<file path="src/rtl/mc_control_fsm.sv">
// Registered multicycle MIPS control unit: Moore-decoded datapath controls, stall handshake,
// illegal-opcode pulse and retired-instruction counter. Define MC_CONTROL_BNE_EN to add BNE (S12).
module mc_control_fsm #(
    parameter int              OP_W     = 6,
    parameter int              CNT_W    = 16,
    parameter logic [OP_W-1:0] OP_RTYPE = 6'b000000,
    parameter logic [OP_W-1:0] OP_LW    = 6'b100011,
    parameter logic [OP_W-1:0] OP_SW    = 6'b101011,
    parameter logic [OP_W-1:0] OP_BEQ   = 6'b000100,
    parameter logic [OP_W-1:0] OP_J     = 6'b000010,
    parameter logic [OP_W-1:0] OP_ADDI  = 6'b001000
) (
    input  logic             clk,
    input  logic             reset,
    input  logic [OP_W-1:0]  Op,
    input  logic             mem_ready,
    output logic             PCWrite,
    output logic             PCWriteCond,
    output logic             IorD,
    output logic             MemRead,
    output logic             MemWrite,
    output logic             IRWrite,
    output logic             MemtoReg,
    output logic             RegWrite,
    output logic             RegDst,
    output logic             ALUSrcA,
    output logic [1:0]       PCSource,
    output logic [1:0]       ALUOp,
    output logic [1:0]       ALUSrcB,
    output logic             BranchNe,
    output logic [3:0]       state,
    output logic             illegal_op,
    output logic [CNT_W-1:0] instr_count
);

    typedef enum logic [3:0] {
        S0_FETCH     = 4'd0,
        S1_DECODE    = 4'd1,
        S2_MEMADR    = 4'd2,
        S3_MEMREAD   = 4'd3,
        S4_MEMWB     = 4'd4,
        S5_MEMWRITE  = 4'd5,
        S6_EXEC      = 4'd6,
        S7_RCOMPLETE = 4'd7,
        S8_BRANCH    = 4'd8,
        S9_JUMP      = 4'd9,
        S10_ADDI_EX  = 4'd10,
`ifdef MC_CONTROL_BNE_EN
        S11_ADDI_WB  = 4'd11,
        S12_BRANCHNE = 4'd12
`else
        S11_ADDI_WB  = 4'd11
`endif
    } state_t;

    localparam logic [OP_W-1:0] OP_BNE = 6'b000101;

    state_t           state_p0, state_d;
    logic             illegal_p0, illegal_d;
    logic [CNT_W-1:0] count_p0;
    logic             retire;

    logic pcwrite_c, pcwritecond_c, iord_c, memread_c, memwrite_c, irwrite_c;
    logic memtoreg_c, regwrite_c, regdst_c, alusrca_c;
    logic [1:0] pcsource_c, aluop_c, alusrcb_c;
`ifdef MC_CONTROL_BNE_EN
    logic branchne_c;
`endif

    // Stage p0: state, illegal pulse and retire counter
    always_ff @(posedge clk or posedge reset) begin
        if (reset) begin
            state_p0   <= S0_FETCH;
            illegal_p0 <= 1'b0;
            count_p0   <= '0;
        end else begin
            state_p0   <= state_d;
            illegal_p0 <= illegal_d;
            if (retire)
                count_p0 <= count_p0 + CNT_W'(1);
        end
    end

    always_comb begin
        state_d       = S0_FETCH;
        illegal_d     = 1'b0;
        retire        = 1'b0;
        pcwrite_c     = 1'b0;
        pcwritecond_c = 1'b0;
        iord_c        = 1'b0;
        memread_c     = 1'b0;
        memwrite_c    = 1'b0;
        irwrite_c     = 1'b0;
        memtoreg_c    = 1'b0;
        regwrite_c    = 1'b0;
        regdst_c      = 1'b0;
        alusrca_c     = 1'b0;
        pcsource_c    = 2'b00;
        aluop_c       = 2'b00;
        alusrcb_c     = 2'b00;
`ifdef MC_CONTROL_BNE_EN
        branchne_c    = 1'b0;
`endif
        case (state_p0)
            S0_FETCH: begin
                memread_c = 1'b1;
                alusrcb_c = 2'b01;
                irwrite_c = mem_ready;
                pcwrite_c = mem_ready;
                state_d   = mem_ready ? S1_DECODE : S0_FETCH;
            end
            S1_DECODE: begin
                alusrcb_c = 2'b11;
                if (Op == OP_LW || Op == OP_SW) state_d = S2_MEMADR;
                else if (Op == OP_RTYPE)        state_d = S6_EXEC;
                else if (Op == OP_BEQ)          state_d = S8_BRANCH;
                else if (Op == OP_J)            state_d = S9_JUMP;
                else if (Op == OP_ADDI)         state_d = S10_ADDI_EX;
`ifdef MC_CONTROL_BNE_EN
                else if (Op == OP_BNE)          state_d = S12_BRANCHNE;
`endif
                else                            illegal_d = 1'b1;
            end
            S2_MEMADR: begin
                alusrca_c = 1'b1;
                alusrcb_c = 2'b10;
                // An opcode that changed away from LW/SW here abandons the access
                if (Op == OP_LW)      state_d = S3_MEMREAD;
                else if (Op == OP_SW) state_d = S5_MEMWRITE;
            end
            S3_MEMREAD: begin
                memread_c = 1'b1;
                iord_c    = 1'b1;
                state_d   = mem_ready ? S4_MEMWB : S3_MEMREAD;
            end
            S4_MEMWB: begin
                regwrite_c = 1'b1;
                memtoreg_c = 1'b1;
                retire     = 1'b1;
            end
            S5_MEMWRITE: begin
                iord_c     = 1'b1;
                memwrite_c = mem_ready;
                retire     = mem_ready;
                state_d    = mem_ready ? S0_FETCH : S5_MEMWRITE;
            end
            S6_EXEC: begin
                alusrca_c = 1'b1;
                aluop_c   = 2'b10;
                state_d   = S7_RCOMPLETE;
            end
            S7_RCOMPLETE: begin
                regwrite_c = 1'b1;
                regdst_c   = 1'b1;
                retire     = 1'b1;
            end
            S8_BRANCH: begin
                alusrca_c     = 1'b1;
                aluop_c       = 2'b01;
                pcwritecond_c = 1'b1;
                pcsource_c    = 2'b01;
                retire        = 1'b1;
            end
            S9_JUMP: begin
                pcwrite_c  = 1'b1;
                pcsource_c = 2'b10;
                retire     = 1'b1;
            end
            S10_ADDI_EX: begin
                alusrca_c = 1'b1;
                alusrcb_c = 2'b10;
                state_d   = S11_ADDI_WB;
            end
            S11_ADDI_WB: begin
                regwrite_c = 1'b1;
                retire     = 1'b1;
            end
`ifdef MC_CONTROL_BNE_EN
            S12_BRANCHNE: begin
                alusrca_c     = 1'b1;
                aluop_c       = 2'b01;
                pcwritecond_c = 1'b1;
                pcsource_c    = 2'b01;
                branchne_c    = 1'b1;
                retire        = 1'b1;
            end
`endif
            default: state_d = S0_FETCH;
        endcase
    end

    // Reset masks the S0 decode so no enable is seen while reset is held
    assign PCWrite     = pcwrite_c     & ~reset;
    assign PCWriteCond = pcwritecond_c & ~reset;
    assign IorD        = iord_c        & ~reset;
    assign MemRead     = memread_c     & ~reset;
    assign MemWrite    = memwrite_c    & ~reset;
    assign IRWrite     = irwrite_c     & ~reset;
    assign MemtoReg    = memtoreg_c    & ~reset;
    assign RegWrite    = regwrite_c    & ~reset;
    assign RegDst      = regdst_c      & ~reset;
    assign ALUSrcA     = alusrca_c     & ~reset;
    assign PCSource    = pcsource_c    & {2{~reset}};
    assign ALUOp       = aluop_c       & {2{~reset}};
    assign ALUSrcB     = alusrcb_c     & {2{~reset}};
`ifdef MC_CONTROL_BNE_EN
    assign BranchNe    = branchne_c    & ~reset;
`else
    assign BranchNe    = 1'b0;
`endif
    assign state       = state_p0;
    assign illegal_op  = illegal_p0;
    assign instr_count = count_p0;

endmodule

</file>
<file path="config.mk">
export PLATFORM = sky130hd
export DESIGN_NAME = mc_control_fsm
export DESIGN_NICKNAME = d
export VERILOG_FILES = /design/src/rtl/mc_control_fsm.sv
export SDC_FILE = /design/constraint.sdc
export NUM_CORES = 1
export LEC_CHECK = 0
export ABC_AREA = 1
export BUFFER_PORTS_ARGS = -buffer_cell sky130_fd_sc_hd__buf_2
export CAP_MARGIN = 20
export CORE_ASPECT_RATIO = 0.9
export CORE_UTILIZATION = 48
export DETAILED_ROUTE_END_ITERATION = 10
export GPL_ROUTABILITY_DRIVEN = 0
export HOLD_SLACK_MARGIN = 0.05
export PLACE_DENSITY = 0.76
export REMOVE_ABC_BUFFERS = 1
export SLEW_MARGIN = 20
export SYNTH_ARGS = -nofsm -noshare
export SYNTH_HDL_FRONTEND = slang
export SYNTH_SLANG_ARGS = --single-unit
</file>
<file path="constraint.sdc">
create_clock -name clk -period 3.62 [get_ports clk]
set_clock_uncertainty 0.2 [all_clocks]
set_input_delay 0.181 -clock clk [delete_from_list [all_inputs] [get_ports clk]]
set_output_delay 0.181 -clock clk [all_outputs]
set_load 0.02 [all_outputs]
</file>
* After elaboration in Yosys (flattened, before gate mapping)
Cells that the tools add are included.
** Storage, ports and cells
- Register bits :: 21
- Output and inout bits :: 38
** Operators by class
- Equality and inequality tests :: 16
- Bitwise operators :: 14
- Reductions and logical operators :: 9
- Add/sub/neg operators :: 1
- Multiplexer cells :: 31
** Operator list (count)
- $pmux W4 S7 :: 1
- $mux W4 :: 5
- $add A16 B1 Y16 const B :: 1
- $eq A4 B3 Y1 const B :: 4
- $eq A4 B4 Y1 const B :: 4
- $mux W1 :: 16
- $eq A6 B6 Y1 const B :: 2
- $mux W3 :: 4
- $and A1 B1 Y1 :: 10
- $eq A4 B2 Y1 const B :: 2
- $pmux W2 S2 :: 2
- $and A2 B2 Y2 :: 3
- $eq A6 B2 Y1 const B :: 1
- $eq A6 B3 Y1 const B :: 1
- $eq A6 B4 Y1 const B :: 1
- $logic_not A6 Y1 :: 1
- $pmux W2 S3 :: 1
- $reduce_or A2 Y1 :: 3
- $reduce_or A5 Y1 :: 1
- $eq A4 B1 Y1 const B :: 1
- $logic_not A4 Y1 :: 1
- $pmux W1 S2 :: 2
- $reduce_or A4 Y1 :: 1
- $reduce_or A3 Y1 :: 1
- 2 further kinds :: 2

* Depth between registers and ports, before layout
Gate-level depths: netlist of run 1.
- Depth after elaboration :: 7
- Gate-level depth with buffers :: 10

* Worst setup path after synthesis of run 1
Ideal clock, no wire load.
- Path type :: flip-flop to output port
- Start :: register state_p0[3] (netlist: state[3])
- End :: output RegWrite
- Path buffers :: 1
- Setup slack :: 1.825 ns
- Cell stages (with the launch flop) :: 7
- Arrival :: 1.414 ns
- Data required time :: 3.239 ns
- Path through :: dfrtp_1 > inv_2 > nand2_4 > o21ai_2 > nand2_8 > buf_6 > nor2_1
** Between the ends
- Longest elaborated chain between the ends :: 4
- Elaborated cells on any way between the ends :: 6
- Those cells by class :: eq/ne (3); mux (1); bitwise (1); reduce/logical (1)
** RTL lines
- start: declaration :: RTL line 58 : state_t state_p0, state_d;
- start signal: assignment :: RTL line 77 : state_p0 <= state_d;
- $eq A4 B3 Y1 / $eq A4 B4 Y1 (equally long branches) :: RTL line 104 : case (state_p0)
- $reduce_or A3 Y1 (no line) *
- $mux W1 * :: RTL line 104
- $and A1 B1 Y1 * :: RTL line 200 : assign RegWrite = regwrite_c & ~reset;
- end: declaration :: RTL line 24 : output logic RegWrite,
Mark *: on every way between the ends. The rest lies on a longest branch, timed or not.

* Final worst setup path of run 1
- Start :: register state_p0[2] (netlist: state[2])
- End :: output PCWrite
** Between the ends
- Longest elaborated chain between the ends :: 3
- Elaborated cells on any way between the ends :: 4
- Those cells by class :: eq/ne (1); mux (1); bitwise (1); reduce/logical (1)
** RTL lines
- $eq A4 B4 Y1 / $logic_not A4 Y1 (equally long branches) :: RTL line 104
- $pmux W1 S2 * :: RTL line 104
- $and A1 B1 Y1 * :: RTL line 193 : assign PCWrite = pcwrite_c & ~reset;
- end: declaration :: RTL line 17 : output logic PCWrite,
Marked as above.

==> metrics.md, run 1 <==
| Metric | Value |
|---|---|
| Status | finished, final reports clean |
| Via Count | 1675 |
| Gr busiest metal | met2 |
| Port bufs | 45 |
| Total congestion overflow | 0 |
| Met2 Use GR | 0.313 |
| Critical Path AT | approximately 1.6 ns |
| Max Cap Viol | 0 |
| Post-synthesis cell area | 1600 sq um |
| First-pass GRT wire length | 5.91 mm |
| Remaining antenna violation count | 0 |
| Die ar. | around 3600 sq um |
| Nets | 304 |
| DR WL/cell | roughly 11 um |
| Root buffer cell | clkbuf_8 |
| FMAX | 502 MHz |
| Fin. max-slew vios | 0 |
| Critical-path top delay cell | dfrtp_1 |
| Required @ worst endpoint | approximately 3.2 ns |
| Core area | slightly above 3000 sq um |
| CP cell instances | nor2_1 > nand4_1 > a21oi_1 > buf_2 |
| Setup violators final | 0 |
| Final Hold Viols | 0 |
| Crit end category | primary output |
| Initial antenna violation count | 0 |
| FF+latch count, synth | 21 |
| Std-Cell Rows | 19 |
| Initial core utilization | 0.514 |
| Cell variety after synth | 26 |
| Top-area cell type share of the netlist area | 0.328 |
| Worst r2r path cells | 7 |
| GR Util All Layers | 0.206 |
| Num CTS Buffers | 3 |
| Top delay family on crit path | simple AND/OR/NAND/NOR gates |
| Post-DP HPWL | 2.75 mm |
| Grt met3 use | 0.0549 |
| TritonCTS clock tree | done |
| Final worst path period share | 0.550 |
| Post-Route WL | 3.63 mm |
| Largest net degree at the start of global routing | 22 |
| Residual DRC | 0 |
| Crit Path Max Fanout | 6 |
| Crit path buffers/inverters | 1 |
| Vias in the first global route | 1347 |
| Leakage Power | about 1.1 nW |
| Hold Path Class | input pin to flop |
| H-Tree Depth | 1 |
| # diodes | 0 |
| Met1 Use GR | 0.289 |
| Die Y-Extent | 56.8 um |
| Fin Hold WS | roughly 0.083 ns |
| Maximum vdd drop | 228 uV |
| RSZ-0062 raised after global routing | false |
| Setup Total Neg Slack | 0 ns |
| Synth warn | 0 |
| Pwr Density | approximately 280 nW/um^2 |
| FF-to-FF End | instr_count[8] |
| Clk_lat worst skew | 0.26 ns |
| Cell count after synthesis | about 250 |
| CP Launch Point | state[2] |
| Seq/Total Area, Yosys | 0.328 |
| Vias/cell | 5.00 |
| Clk pin slew, worst setup/hold paths | about 0.080 ns |
| # resized after CTS | 0 |
| CP Launch Type | flop |
| Clk sinks | 21 |
| Avg Cell Area, Syn | 6.46 sq um |
| Cell depth of the worst setup path | 4 |
| Worst setup path category | flop to primary output |
| Die Width | 62.9 um |
| CTS Buffer Depth | 2 |
| P&R area growth vs syn | 18.0% |
| RR Startpoint | instr_count[0] |
| Top post-synthesis cells by area | dfrtp_1, nand2_1, nor2_1, nand3_1, inv_1 |
| Worst path max stage delay | around 0.44 ns |
| Final Critical Period | 1.99 ns |
| Initial detailed-routing violation count | slightly above 100 |
| Synth area leader | dfrtp_1 |
| First-pass iteration count of the detailed router | 5 |
| Fraction of layout cells with a size suffix above 1 | 0.218 |
| Worst setup path endpoint | PCWrite |
| Io pins | 47 |
| Worst reg-to-reg setup slack | 1.87 ns |
cell usage after synthesis:
cell and n:
nor3_1 4, nand2_8 2, a31oi_1 1, conb_1 1, nand4_1 7, buf_4 3
nand2_2 4, buf_1 1, nor2_2 2, xnor2_1 5, inv_1 22, o21ai_0 6
o211ai_1 1, dfrtp_1 21, nand2_4 1, nand3_1 27, o21ai_2 1, buf_8 1
a21oi_1 6, buf_6 2, nor2_1 37, nand2_1 86, xor2_1 2, inv_2 3
ha_1 1, or2_4 1
metal layers:
layer / vias up / wire length, um
li1: 875 / -
met2: 53 / 1610
met3: 4 / 226
met5: - / 0
met4: 0 / 27
met1: 743 / 1760
kinds of logic after synthesis:
logic type	Yosys count	share of synthesized area
DFF	21	0.328
AOI/OAI and AO/OA	15	0.0516
adders and majority gates	1	0.00781
buffers and inverters	32	0.0984
and+or+nand+nor	171	0.473
xor gates and xnor gates	7	0.0383
other	1	0.00234
cell usage in the layout, fill, tap and decap left out, drive strengths merged, types with 3 or more instances in the layout:
cell type  count
buf           46
a21oi          6
clkbuf         3
nand2         93
nor3           4
o21ai          7
nand4          7
nor2          39
xnor2          5
nand3         27
dfrtp         21
inv           25
report_power, final:
part	switching (mW)	internal, mW	total, mW
Clock	0.0760	0.0767	0.153
Combinational	0.0769	0.0381	0.115
Sequential	0.0205	0.248	0.268
Total	0.173	0.363	0.536
per-stage QoR:
stage / power [mW] / setup slack, ns / instance area [sq um] / instances / utilization
3_5_place_dp: 0.385 / 1.94 / 1820 / 329 / 0.585
6_report: 0.536 / 1.63 / 1890 / 335 / 0.607
5_1_grt: 0.562 / 1.55 / 1890 / 335 / 0.607
3_3_place_gp: 0.385 / 1.95 / 1820 / 329 / 0.585
2_1_floorplan: 0.343 / 1.64 / 1540 / 241 / -
4_1_cts: 0.541 / 1.66 / 1890 / 335 / 0.607
how the worst min path moves through the flow:
stage | cells after the start | to | start
finish | 4 | state[2] | Op[0]
detailed placement | 3 | instr_count[3] | reset
floorplan | 1 | illegal_op | reset
global route | 4 | state[2] | Op[0]
global placement | 3 | instr_count[3] | reset
CTS | 4 | state[2] | Op[0]
final cells by class:
class / count / area, sq um
well taps: 42 / 52.6
multi-input cells: 195 / 918
fillers: 303 / 1220
clock buffers: 3 / 41.3
clock inverters: 1 / 5.00
inverters: 25 / 93.8
flip-flops and latches: 21 / 526
repair buffers: 48 / 253
registers in the layout, indices dropped and copies added, names as in the netlist:
signal / flops
instr_count: 16
state: 4
illegal_op: 1
tightest hold or removal path: stages:
cell     delay (ns)
buf_2          0.11
nor2_1         0.07
nand3_1        0.08
nand3_1        0.07
repair_timing:
item	in CTS	in global routing
setup buffers	0	0
hold buffers	2	0
endpoints found under the setup margin	0	0
endpoints found under the hold margin	22	0
No activity file was read; power rests on OpenSTA's default activity.
==> run 2, diff against run 1 <==
clock period = 2 ns   (was 3.62 ns; I/O delays follow)
==> run 2 against run 1 <==
Compared with the run above: combinational power increased by 89%; flip-flop and latch count unchanged; setup slack got worse by 1.5 ns; first-iteration DRC count increased by 14%; design area increased by 2.1%; non-clock buffer count increased by 3.
==> metrics.md, run 2 (synthesized netlist as in run 1, its figures left out) <==
| Metric | Value |
|---|---|
| Via Count | 1720 (+2.7%) |
| DR WL/cell | 11.7 um (+8.0%) |
| Critical Path AT | 1.59 ns (-0.02 ns) |
| Most common cell after layout, fill and taps aside | nand2_1 |
| P&R area growth vs syn | 20.5% |
| Final Core Density | 0.620 (+0.0129) |
| Crit end category | primary output |
| RSZ-0062 raised after global routing | false |
| CTS Buffer Depth | 2 (unchanged) |
| Max Cap Viol | 0 (unchanged) |
| Status | finished, final reports clean |
| Die Y-Extent | 56.8 um (unchanged) |
| Largest net degree at the start of global routing | 22 (unchanged) |
| FF-to-FF End | instr_count[8] |
| Commonest non-fill, non-tap cells in the layout | nand2_1, buf_2, nor2_1, nand3_1, inv_1 |
| Hold endpoint | illegal_op |
| TritonCTS clock tree | done |
| Final Critical Period | 1.89 ns |
| Final Hold Viols | 0 (unchanged) |
| Post-Route WL | 3.96 mm (+9.0%) |
| Num CTS Buffers | 3 (unchanged) |
| Initial detailed-routing violation count | 117 (+14%) |
| Die Width | 62.9 um (unchanged) |
| Fraction of layout cells with a size suffix above 1 | 0.220 (+0.00116) |
| Core area | 3110 sq um (unchanged) |
| First-pass GRT wire length | 6.64 mm (+12%) |
| Clk_lat worst skew | 0.26 ns (about the same) |
| FMAX | 530 MHz |
| GR Util All Layers | 0.233 (+0.0271) |
| Final worst path period share | 0.944 |
| RR Startpoint | instr_count[0] |
| Worst setup path category | flop to primary output |
| Port bufs | 45 (unchanged) |
| Maximum vdd drop | 260 uV (+14%) |
| Crit Path Max Fanout | 6 (unchanged) |
| Required @ worst endpoint | 1.70 ns (-1.54 ns) |
| Leakage Power | 1.07 nW (+1.4%) |
| H-Tree Depth | 1 (unchanged) |
| CP Launch Point | state[1] |
| CP Launch Type | flop |
| Hold Crit Depth | 5 (+1) |
| Worst reg-to-reg setup slack | 0.24 ns (-1.63 ns) |
| # diodes | 0 (unchanged) |
| Hold Startpoint | Op[4] |
| Die ar. | 3570 sq um (unchanged) |
| Io pins | 47 (unchanged) |
| Clk pin slew, worst setup/hold paths | 0.08 ns (about the same) |
| Vias in the first global route | 1536 (+14%) |
| Setup violators final | 0 (unchanged) |
| Total power | 0.983 mW (+83%) |
| Residual DRC | 0 (unchanged) |
| Nets | 307 (+0.99%) |
| Hold Path Class | input pin to flop |
| Pwr Density | 510 nW/um^2 (+80%) |
| Post-DP HPWL | 2.94 mm (+6.8%) |
| Setup Total Neg Slack | 0 ns (unchanged) |
| Post-route insts no fill | 338 (+0.90%) |
| Remaining antenna violation count | 0 (unchanged) |
| Initial antenna violation count | 0 (unchanged) |
| Fin. max-slew vios | 0 (unchanged) |
| Total congestion overflow | 0 (unchanged) |
| Initial core utilization | 0.514 (unchanged) |
| Std-Cell Rows | 19 (unchanged) |
| Dpl cells | 329 (unchanged) |
| Root buffer cell | clkbuf_8 |
| Largest register FFs | 16 (unchanged) |
| Vias/cell | 5.09 (+1.8%) |
| Worst r2r path cells | 7 (unchanged) |
| Clk sinks | 21 (unchanged) |
| First-pass iteration count of the detailed router | 4 (-1) |
==> run 2: per-stage QoR <==
| step | hold slack, ns | instance area (sq um) | setup WS, ns |
|---|---|---|---|
| after floorplan | -0.115 | 1540 | 0.0987 |
| after CTS | 0.0598 | 1920 | 0.0715 |
| final | 0.0611 | 1930 | 0.113 |
| after global routing | 0.0953 | 1930 | 0.0353 |
| after global placement | 0.0879 | 1820 | 0.299 |
| after detailed placement | 0.0810 | 1820 | 0.258 |
==> run 2: critical path, cell delays in order (launching register included) <==
cell	delay, ns
dfrtp_1	0.40
inv_2	0.08
nor2_1	0.25
nand2_1	0.21
a31oi_1	0.19
buf_2	0.18
==> run 2: how the worst max path moves through the flow <==
| stage | to | slack [ns] | cells after the start |
|---|---|---|---|
| 4_1_cts | PCWrite | 0.07 | 4 |
| 2_1_floorplan | ALUOp[0] | 0.1 | 4 |
| 6_report | ALUSrcA | 0.11 | 5 |
| 3_3_place_gp | instr_count[8] | 0.30 | 7 |
| 5_1_grt | RegWrite | 0.04 | 5 |
| 3_5_place_dp | instr_count[8] | 0.26 | 7 |
==> run 2: report_power, final <==
group          leakage [nW]  total [mW]  switching (mW)  internal, mW
registers             0.288       0.486          0.0378         0.448
clock network        0.0255       0.279           0.140         0.139
logic                 0.760       0.217           0.144        0.0731
total                  1.07       0.983           0.323         0.660
==> run 2: layout make-up <==
class	instances	area, sq um
fillers	288	1180
multi-input cells	195	928
flip-flops and latches	21	526
repair buffers	51	283
inverters	25	93.8
well taps	42	52.6
clock buffers	3	41.3
clock inverters	1	5.00
==> run 2: timing repair <==
item                                    4_1_cts  5_1_grt
hold buffers                                  5        0
endpoints found under the setup margin        0        3
buffers inserted                              0        0
hold endpoints to repair                     25        0
resized for setup                             0        2
==> run 2: metal layers <==
layer / routed length, um / GRT usage
met5: 0 / 0
met4: 27 / 0.0498
met3: 244 / 0.0528
met2: 1870 / 0.372
met1: 1820 / 0.319
